**config.mk**
```make
export PLATFORM = sky130hd
export DESIGN_NAME = button_event_decoder
export DESIGN_NICKNAME = d
export VERILOG_FILES = /design/src/rtl/button_event_decoder.sv
export SDC_FILE = /design/constraint.sdc
export NUM_CORES = 1
export LEC_CHECK = 0
export BUFFER_PORTS_ARGS = -buffer_cell sky130_fd_sc_hd__buf_2
export CORE_ASPECT_RATIO = 1.1
export CORE_MARGIN = 2
export CORE_UTILIZATION = 64
export DETAILED_ROUTE_END_ITERATION = 16
export GPL_TIMING_DRIVEN = 0
export HOLD_SLACK_MARGIN = 0.15
export MAX_ROUTING_LAYER = met4
export PLACE_DENSITY = 0.86
export SLEW_MARGIN = 0
export SYNTH_ARGS = -nofsm -noshare
export SYNTH_HDL_FRONTEND = slang
export SYNTH_SLANG_ARGS = --single-unit
```
**constraint.sdc**
```tcl
create_clock -name i_Clk -period 3.8 [get_ports i_Clk]
set_input_delay 0.19 -clock i_Clk [delete_from_list [all_inputs] [get_ports i_Clk]]
set_output_delay 0.19 -clock i_Clk [all_outputs]
set_load 0.01 [all_outputs]
```
**src/rtl/button_event_decoder.sv**
```systemverilog
// rtl/button_event_decoder.sv - debounced switch level to press/release/click/long/double pulses
// Optional double-click detection is built when DOUBLE_CLICK_EN is defined.
module button_event_decoder #(
   parameter int c_LONG_LIMIT   = 12500000,
   parameter int c_DOUBLE_LIMIT = 6250000
) (
   input  logic i_Clk,
   input  logic i_Rst,
   input  logic i_Switch,
   output logic o_Press,
   output logic o_Release,
   output logic o_Click,
   output logic o_Long,
   output logic o_Double,
   output logic o_Held
);

   localparam int MAX_LIMIT = (c_LONG_LIMIT > c_DOUBLE_LIMIT) ? c_LONG_LIMIT : c_DOUBLE_LIMIT;
   localparam int CNT_W     = $clog2(MAX_LIMIT + 1);

   localparam logic [CNT_W-1:0] LONG_TERM = CNT_W'(c_LONG_LIMIT - 1);

   localparam logic [2:0] ST_IDLE      = 3'd0;
   localparam logic [2:0] ST_PRESSED   = 3'd1;
   localparam logic [2:0] ST_LONG_HELD = 3'd2;
`ifdef DOUBLE_CLICK_EN
   localparam logic [2:0] ST_WAIT_SECOND    = 3'd3;
   localparam logic [2:0] ST_SECOND_PRESSED = 3'd4;
   localparam logic [CNT_W-1:0] DOUBLE_TERM = CNT_W'(c_DOUBLE_LIMIT - 1);
`endif

   logic [2:0]       state;
   logic [2:0]       next_state;
   logic [CNT_W-1:0] count;
   logic             prev_switch;
   logic             rise;
   logic             fall;
   logic             counting;
   logic             held_d;
   logic             press_d;
   logic             release_d;
   logic             click_d;
   logic             long_d;
   logic             double_d;

   assign rise = i_Switch & ~prev_switch;
   assign fall = ~i_Switch & prev_switch;

   // Edges are tested before counter terminals so an edge always wins a tie.
   always_comb begin
      next_state = state;
      press_d    = 1'b0;
      release_d  = 1'b0;
      click_d    = 1'b0;
      long_d     = 1'b0;
      double_d   = 1'b0;
      case (state)
         ST_IDLE: begin
            if (rise) begin
               press_d    = 1'b1;
               next_state = ST_PRESSED;
            end
         end
         ST_PRESSED: begin
            if (fall) begin
               release_d  = 1'b1;
`ifdef DOUBLE_CLICK_EN
               next_state = ST_WAIT_SECOND;
`else
               click_d    = 1'b1;
               next_state = ST_IDLE;
`endif
            end else if (count == LONG_TERM) begin
               long_d     = 1'b1;
               next_state = ST_LONG_HELD;
            end
         end
         ST_LONG_HELD: begin
            if (fall) begin
               release_d  = 1'b1;
               next_state = ST_IDLE;
            end
         end
`ifdef DOUBLE_CLICK_EN
         ST_WAIT_SECOND: begin
            if (rise) begin
               press_d    = 1'b1;
               next_state = ST_SECOND_PRESSED;
            end else if (count == DOUBLE_TERM) begin
               click_d    = 1'b1;
               next_state = ST_IDLE;
            end
         end
         ST_SECOND_PRESSED: begin
            if (fall) begin
               release_d  = 1'b1;
               double_d   = 1'b1;
               next_state = ST_IDLE;
            end else if (count == LONG_TERM) begin
               click_d    = 1'b1;
               long_d     = 1'b1;
               next_state = ST_LONG_HELD;
            end
         end
`endif
         default: next_state = ST_IDLE;
      endcase
   end

   always_comb begin
      counting = (state == ST_PRESSED);
      held_d   = (next_state == ST_PRESSED) || (next_state == ST_LONG_HELD);
`ifdef DOUBLE_CLICK_EN
      counting = counting || (state == ST_WAIT_SECOND) || (state == ST_SECOND_PRESSED);
      held_d   = held_d || (next_state == ST_SECOND_PRESSED);
`endif
   end

   always_ff @(posedge i_Clk or posedge i_Rst) begin
      if (i_Rst) begin
         state       <= ST_IDLE;
         count       <= '0;
         prev_switch <= 1'b0;
         o_Press     <= 1'b0;
         o_Release   <= 1'b0;
         o_Click     <= 1'b0;
         o_Long      <= 1'b0;
         o_Held      <= 1'b0;
      end else begin
         state       <= next_state;
         prev_switch <= i_Switch;
         if (next_state != state) begin
            count <= '0;
         end else if (counting && (count != '1)) begin
            count <= count + CNT_W'(1);
         end
         o_Press   <= press_d;
         o_Release <= release_d;
         o_Click   <= click_d;
         o_Long    <= long_d;
         o_Held    <= held_d;
      end
   end

`ifdef DOUBLE_CLICK_EN
   always_ff @(posedge i_Clk or posedge i_Rst) begin
      if (i_Rst) begin
         o_Double <= 1'b0;
      end else begin
         o_Double <= double_d;
      end
   end
`else
   assign o_Double = 1'b0;
`endif

endmodule
```
==> impl_results.md, run 1 <==
- Number of DRC markers in iteration 0: 58
- Relative slew slack: 57.1%
- Pwr dens: 317 nW/um^2
- FF-to-FF End: count[8]$_DFFE_PP0P_
- Critical Path Slowest Stage Cell: or4b_1
- Hold_buf cts: 1
- CP Max Fanout: 10
- #FFs+latches synth: 33
- Lkg Pwr: 0.812 nW
- Clock Tree Buf Depth: 2
- Skew final: 0.00605 ns
- GRT Overall Usage: 28.9%
- Yosys top cell by area: dfrtp_1
- Final-stage net count: 202
- Max_cap viols: 0
- Layout area overhead: 11.1%
- Die Span X: 54.2 um
- Synth Area in Adders: 0.705%
- Post-synth cell types: 46
- Post-DP HPWL: 2520 um
- WP data arrival: 2.45 ns
- Post-DRT Antenna Nets: 0
- Mapped cell area: 1780 um^2
- Final Hold Vio Count: 0
- Worst hold slack: 0.357 ns
- Clock Sinks: 33
- Peak supply drop: 263 uV
- H-Tree Depth: 2
- RSZ-0062 raised after global routing: false
- Ys Warns: 0
- Hold/Removal Path Class: input pin to asynchronous set/reset pin
- Largest net degree at the start of global routing: 34
- Clk_lat worst skew: 0.34 ns
- Drt pass-1 iters: 4
- Endpoint class of the critical path: flop
- Die area: 3210 um^2
- GPL Wtd Cong: 0.969
- Share of layout cells above drive strength 1: 21.1%
- Post-synthesis async set-or-reset flop share: 100%
- Crit Reg-Reg Startpoint: count[7]$_DFFE_PP0P_
- Kind of critical path: flop to flop
- Worst r2r path cells: 6
- Post-synthesis sequential area ratio: 46.5%
- First-pass GRT wire length: 6340 um
- # diodes: 0
- Final max-slew violation count: 0
- Syn Inst Count: 180
- Worst-margin pin slew: 0.642 ns
- Die Y: 59.2 um
- Post-layout util: 73.0%
- CTS-repair resized insts: 0
- Avg Inst Size Synth: 9.86 um^2
- Post-Place Cells: 221
- Required @ worst endpoint: 4.02 ns
- Simple-Gate Fraction of Synth Area: 27.5%
- Avg WL per Cell: 16.2 um
- Setup tns final: 0 ns
- Vias in the first global route: 1377
- Element type at the critical path start: flop
- Inserted Clock Buffers: 5
- Synth top area share: 46.5%
- Most frequent cell after synthesis: dfrtp_1
- Row count: 20
- Initial Util: 65.7%
- Drt drc: 0
- Core area: 2700 um^2
- Largest family of logic cells by synthesized area: simple AND/OR/NAND/NOR gates
- I/O Buffers: 7
- Clock Tree Root: clkbuf_4
- CTS tree: built
- EDFF count, synth: 0
- Total grt overflow: 0
- Initial antenna violation count: 0
- Setup Buffers After CTS: 0
- Number of setup violations in the final report: 0
- Total Routed Length: 3760 um
- Fmax: 0.449 GHz
- Top FF cell, synth: dfrtp_1
- Post-synthesis compound-gate area fraction: 15.6%
- Final cell count without fillers: 232
- Multiplexer share of the synthesized area: 1.13%
- Flop-to-flop setup slack: 1.57 ns
- Synth cell count leaders: dfrtp_1 (33), nor2_1 (18), a21oi_1 (14)
- Crit-path cells: or4b_1 > or3_1 > o31ai_1 > a211o_2 > buf_4 > a21oi_1
- Clock transition time at the flip-flop clock pins of the worst setup and hold paths: 0.10 ns
- Synth Area in XOR/XNOR: 4.44%
- Final Critical Period: 2.23 ns
- Vias per inst: 6.18
- Number of I/O pins: 9
- Pwr Total: 625 uW
- Status: finished clean
- Via count: 1433
- Final period util: 58.6%
- CP peak stage delay: 0.51 ns
- Synth top area cells: dfrtp_1 (47%), a21oi_1 (3.9%), nor2_1 (3.8%)
[registers in the layout (all words and copies together), names as in the netlist]
name,flops
state,3
count,24
o_Release,1
prev_switch,1
o_Click,1
o_Held,1
o_Press,1
o_Long,1
[kinds of logic (layout without fill, tap and decap cells)]
family / Yosys count / count (layout)
flops: 33 / 33
other cells: 1 / 2
buf+inv: 13 / 31
simple gates: 81 / 81
compound gates: 40 / 40
xor+xnor: 9 / 9
fa+ha+maj: 1 / 1
mux: 2 / 2
[placed cells by master, fill, tap and decap left out, types with 3 or more instances in the layout]
master / netlist / routed
xor2_1: 7 / 7
buf_2: 2 / 9
dfrtp_1: 33 / 33
o31ai_1: 6 / 6
nor3_1: 5 / 5
or3_2: 3 / 3
o21ai_0: 9 / 9
clkbuf_4: 0 / 5
inv_1: 5 / 4
nand4_1: 6 / 6
nand2b_1: 3 / 3
buf_4: 3 / 3
nand3_1: 10 / 10
nor2_1: 18 / 18
a21oi_1: 14 / 14
nand2_1: 10 / 10
or3_1: 4 / 4
or4_1: 5 / 5
[layout make-up]
type | instances | area, um^2
plain buffers | 8 | 51.3
clock buffers | 7 | 65.1
clock inverters | 1 | 5.00
fillers | 203 | 729
inverters | 5 | 18.8
multi-input cells | 135 | 883
flip-flops and latches | 33 | 826
well taps | 33 | 41.3
repair buffers | 10 | 82.6
[critical path: cells and delay by family (launching register included)]
| kind | cells | cell delay [ns] |
|---|---|---|
| AO/OA/AOI/OAI | 3 | 0.52 |
| AND/OR/NAND/NOR | 2 | 0.93 |
| flip-flops | 1 | 0.44 |
| buffers and inverters | 1 | 0.21 |
[how the worst max path moves through the flow]
stage,end,depth (start not counted),from
2_1_floorplan,count[4]$_DFFE_PP0P_,6,count[5]$_DFFE_PP0P_
3_3_place_gp,count[23]$_DFFE_PP0P_,6,count[5]$_DFFE_PP0P_
3_5_place_dp,count[6]$_DFFE_PP0P_,6,count[7]$_DFFE_PP0P_
4_1_cts,count[6]$_DFFE_PP0P_,6,count[7]$_DFFE_PP0P_
5_1_grt,count[9]$_DFFE_PP0P_,7,count[10]$_DFFE_PP0P_
6_report,count[8]$_DFFE_PP0P_,6,count[7]$_DFFE_PP0P_
[power breakdown]
| group | total, mW | leakage [nW] | switching (mW) | internal (mW) |
|---|---|---|---|---|
| Combinational | 0.0413 | 0.316 | 0.0252 | 0.0161 |
| Sequential | 0.357 | 0.455 | 0.00251 | 0.355 |
| Clock | 0.227 | 0.0413 | 0.120 | 0.107 |
| Total | 0.625 | 0.812 | 0.147 | 0.478 |
[per-stage QoR]
| step | setup slack, ns | instance area (um^2) |
|---|---|---|
| finish | 1.57 | 1970 |
| global placement | 1.64 | 1860 |
| CTS | 1.57 | 1940 |
| floorplan | 1.84 | 1780 |
| detailed placement | 1.59 | 1860 |
| global route | 1.42 | 1970 |
[per-layer routing]
metal  share of wire [%]  up-vias  track usage (%)
met5                   0        -                -
met4                 1.4        0             14.3
met3                 4.4        6             9.34
met2                  54       40             45.1
met1                  41      697             32.8
li1                    -      690                -
No activity file was read; power rests on OpenSTA's default activity.
==> run 2, diff against run 1 <==
- CORE_UTILIZATION: 64 -> 54
- PLACE_DENSITY: 0.86 -> 0.77
- clock period: 3.8 -> 2.02 ns (I/O delays scaled with it)
==> run 2 against run 1 <==
Effect of this change: the flow now finishes with violations (DRC, setup timing); critical path type unchanged; worst hold slack better by 0.084 ns; sequential power is 89% higher; global-route usage is 4.3 points lower; via count is 10% higher; sequential cell count stayed put; clock power is 89% higher; critical endpoint is now count[23]$_DFFE_PP0P_; register-to-register slack worse by 1.6 ns; core utilization is 1.7 points lower; largest cell class unchanged; clock-buffer cell count stayed put; non-clock buffer count is 11 higher.
==> impl_results.md, run 2 (synthesis results as in run 1) <==
- Status: complete, but fails checks
- Failing checks: DRC, setup timing
- Worst hold slack: 0.441 ns (+0.0841 ns)
- Max_cap viols: 0 (unchanged)
- Fmax: 0.477 GHz (+6.3%)
- Max reg flops: 24 (unchanged)
- Worst-margin pin slew: 1.19 ns (+0.544 ns)
- First-pass GRT wire length: 6800 um (+7.2%)
- Gate power share: 8.2% (+1.6 points)
- Pre-CTS setup slack: -0.183 ns (-1.77 ns)
- CP peak stage delay: 0.53 ns (+0.02 ns)
- Seq pwr share: 56.1% (-1.0 points)
- Worst Setup SP: count[7]$_DFFE_PP0P_
- CP delay by family, top: simple AND/OR/NAND/NOR gates
- Register area: 830 um^2 (+0.45%)
- Total grt overflow: 0 (unchanged)
- RSZ-0062 raised after global routing: true
- Clock Tree Root: clkbuf_4
- Commonest non-fill, non-tap cell in the layout: dfrtp_1
- Layout area overhead: 24.5%
- Largest net degree at the start of global routing: 34 (unchanged)
- Inserted Clock Buffers: 5 (unchanged)
- Kind of critical path: flop to flop
- GPL Wtd Cong: 0.834 (-14%)
- Vias in the first global route: 1534 (+11%)
- CP Max Fanout: 8 (-2)
- Required @ worst endpoint: 2.25 ns (-1.77 ns)
- Number of I/O pins: 9 (unchanged)
- Final period util: 104% (+45 points)
- Total Routed Length: 4540 um (+21%)
- HP Start: i_Switch
- Core area: 3100 um^2 (+15%)
- Post-layout util: 71.3% (-1.7 points)
- Clock Sinks: 33 (unchanged)
- Flop-to-flop setup slack: -0.07 ns (-1.65 ns)
- Final-stage net count: 213 (+5.4%)
- WP buf/inv: 1 (unchanged)
- Final Critical Period: 2.09 ns (-0.132 ns)
- Drt drc: 2 (+2)
- Drt pass-1 iters: 10 (+6)
- Final max-slew violation count: 0 (unchanged)
- WP data arrival: 2.33 ns (-0.12 ns)
- Clock transition time at the flip-flop clock pins of the worst setup and hold paths: 0.10 ns (about the same)
- Relative slew slack: 20.5% (-37 points)
- Share of layout cells above drive strength 1: 38.1% (+17 points)
- Multi-input logic area: 1030 um^2 (+17%)
- Clk_lat worst skew: 0.35 ns (about the same)
- Psw: 291 uW (+98%)
- Lkg Pwr: 0.896 nW (+10%)
- Post-DP HPWL: 2660 um (+5.3%)
- Peak supply drop: 384 uV (+46%)
- I/O Buffers: 7 (unchanged)
- Fill cells: 208 (+2.5%)
- Internal Power: 909 uW (+90%)
- Element type at the critical path start: flop
- Setup tns final: -1.35 ns (-1.35 ns)
- Number of setup violations in the final report: 24 (+24)
- Pwr dens: 543 nW/um^2 (+71%)
- Die Y: 64.1 um (+8.3%)
- Crit-path cells: or4b_1 > or3_4 > o31ai_4 > a211o_4 > buf_6 > a21oi_2
- Critical Path Slowest Stage Cell: or4b_1
- Number of DRC markers in iteration 0: 133 (+130%)
- Final setup margin: -0.0746 ns (-1.65 ns)
- Most frequent cells in the layout: dfrtp_1 (30), buf_4 (12), nand3_1 (10), nand2_1 (10)
- CTS tree: built
- Endpoint class of the critical path: flop
- Die area: 3760 um^2 (+17%)
- Net Sw Frac: 24.3% (+0.70 points)
- Crit Reg-Reg Startpoint: count[7]$_DFFE_PP0P_
- Final Hold Vio Count: 0 (unchanged)
- Die Span X: 58.7 um (+8.2%)
- Top flop regs: count x24, state x3
- Skew final: 0.00953 ns (+0.00348 ns)
- Vias per inst: 6.46 (+4.6%)
- # diodes: 0 (unchanged)
- Initial antenna violation count: 0 (unchanged)
- Hold/Removal Path Class: input pin to flop
- Initial Util: 57.3% (-8.4 points)
- H-Tree Depth: 2 (unchanged)
- Clock power share: 35.7% (-0.6 points)
- Via count: 1576 (+10%)
- Pwr Total: 1.20 mW (+92%)
- Post-DRT Antenna Nets: 0 (unchanged)
- Largest Register: count
- Clock Tree Buf Depth: 2 (unchanged)
- Avg WL per Cell: 18.6 um (+15%)
- GRT Overall Usage: 24.6% (-4.3 points)
- Row count: 21 (+5.0%)
run 2: cell types whose count changed in the layout (fill, tap and decap cells not counted), moves of 3 or more:
cell	previous run	this run
dfrtp_2	0	3
dfrtp_1	33	30
a21oi_1	14	7
nor2_1	18	8
buf_6	1	5
nor2_2	1	9
a21oi_2	0	7
buf_4	3	12
run 2: final timing paths:
path                                               to  depth (start not counted)
worst max register to register  count[23]$_DFFE_PP0P_                          6
worst min register to register       o_Held$_DFF_PP0_                          1
worst max-delay path            count[23]$_DFFE_PP0P_                          6
max in group asynchronous          state[2]$_DFF_PP0_                          3
worst min-delay path            prev_switch$_DFF_PP0_                          2
min in group asynchronous        count[4]$_DFFE_PP0P_                          3
run 2: power groups by stage:
stage | clock network, mW | logic, mW | registers, mW
2_1_floorplan | 0 | 0.0487 | 0.685
3_3_place_gp | 0 | 0.0653 | 0.684
3_5_place_dp | 0 | 0.0680 | 0.685
4_1_cts | 0.425 | 0.0892 | 0.672
5_1_grt | 0.449 | 0.107 | 0.674
6_report | 0.429 | 0.0981 | 0.673
run 2: repair_timing:
item                                   in CTS  in global routing
setup buffers                               7                  4
endpoints found under the hold margin      37                  0
hold buffers                                2                  0
setup endpoints to repair                  24                 25
pin swaps                                  13                 13
cloned                                      2                  0
gates resized for setup                    24                 19
run 2: worst reg2reg max path, delay by kind of cell (launching register included):
family | cells | cell delay (ns)
flops | 1 | 0.41
buf+inv | 1 | 0.16
compound gates | 3 | 0.47
simple gates | 2 | 0.94
run 2: area by class of cell:
cell class / count / area share [%]
Inverter: 5 / 0.849
Timing Repair Buffer: 22 / 7.24
Clock buffer: 7 / 2.94
Clock inverter: 1 / 0.226
Buffer: 7 / 2.72
Multi-Input combinational cell: 135 / 46.6
Tap cell: 34 / 1.92
Sequential cell: 33 / 37.5
run 2: routing by layer:
layer	track usage, %	wire length [um]	vias to the layer above	part of all wire [%]
met5	-	0	-	0
met2	41.0	2380	57	53
met3	6.68	179	19	3.9
met4	13.6	169	0	3.7
li1	-	-	715	-
met1	25.9	1800	785	40
run 2: metrics by stage:
stage | cells | area (um^2)
after floorplan | 181 | 1780
after global placement | 222 | 1860
after detailed placement | 222 | 1860
after CTS | 240 | 2100
after global routing | 244 | 2210
final | 244 | 2210
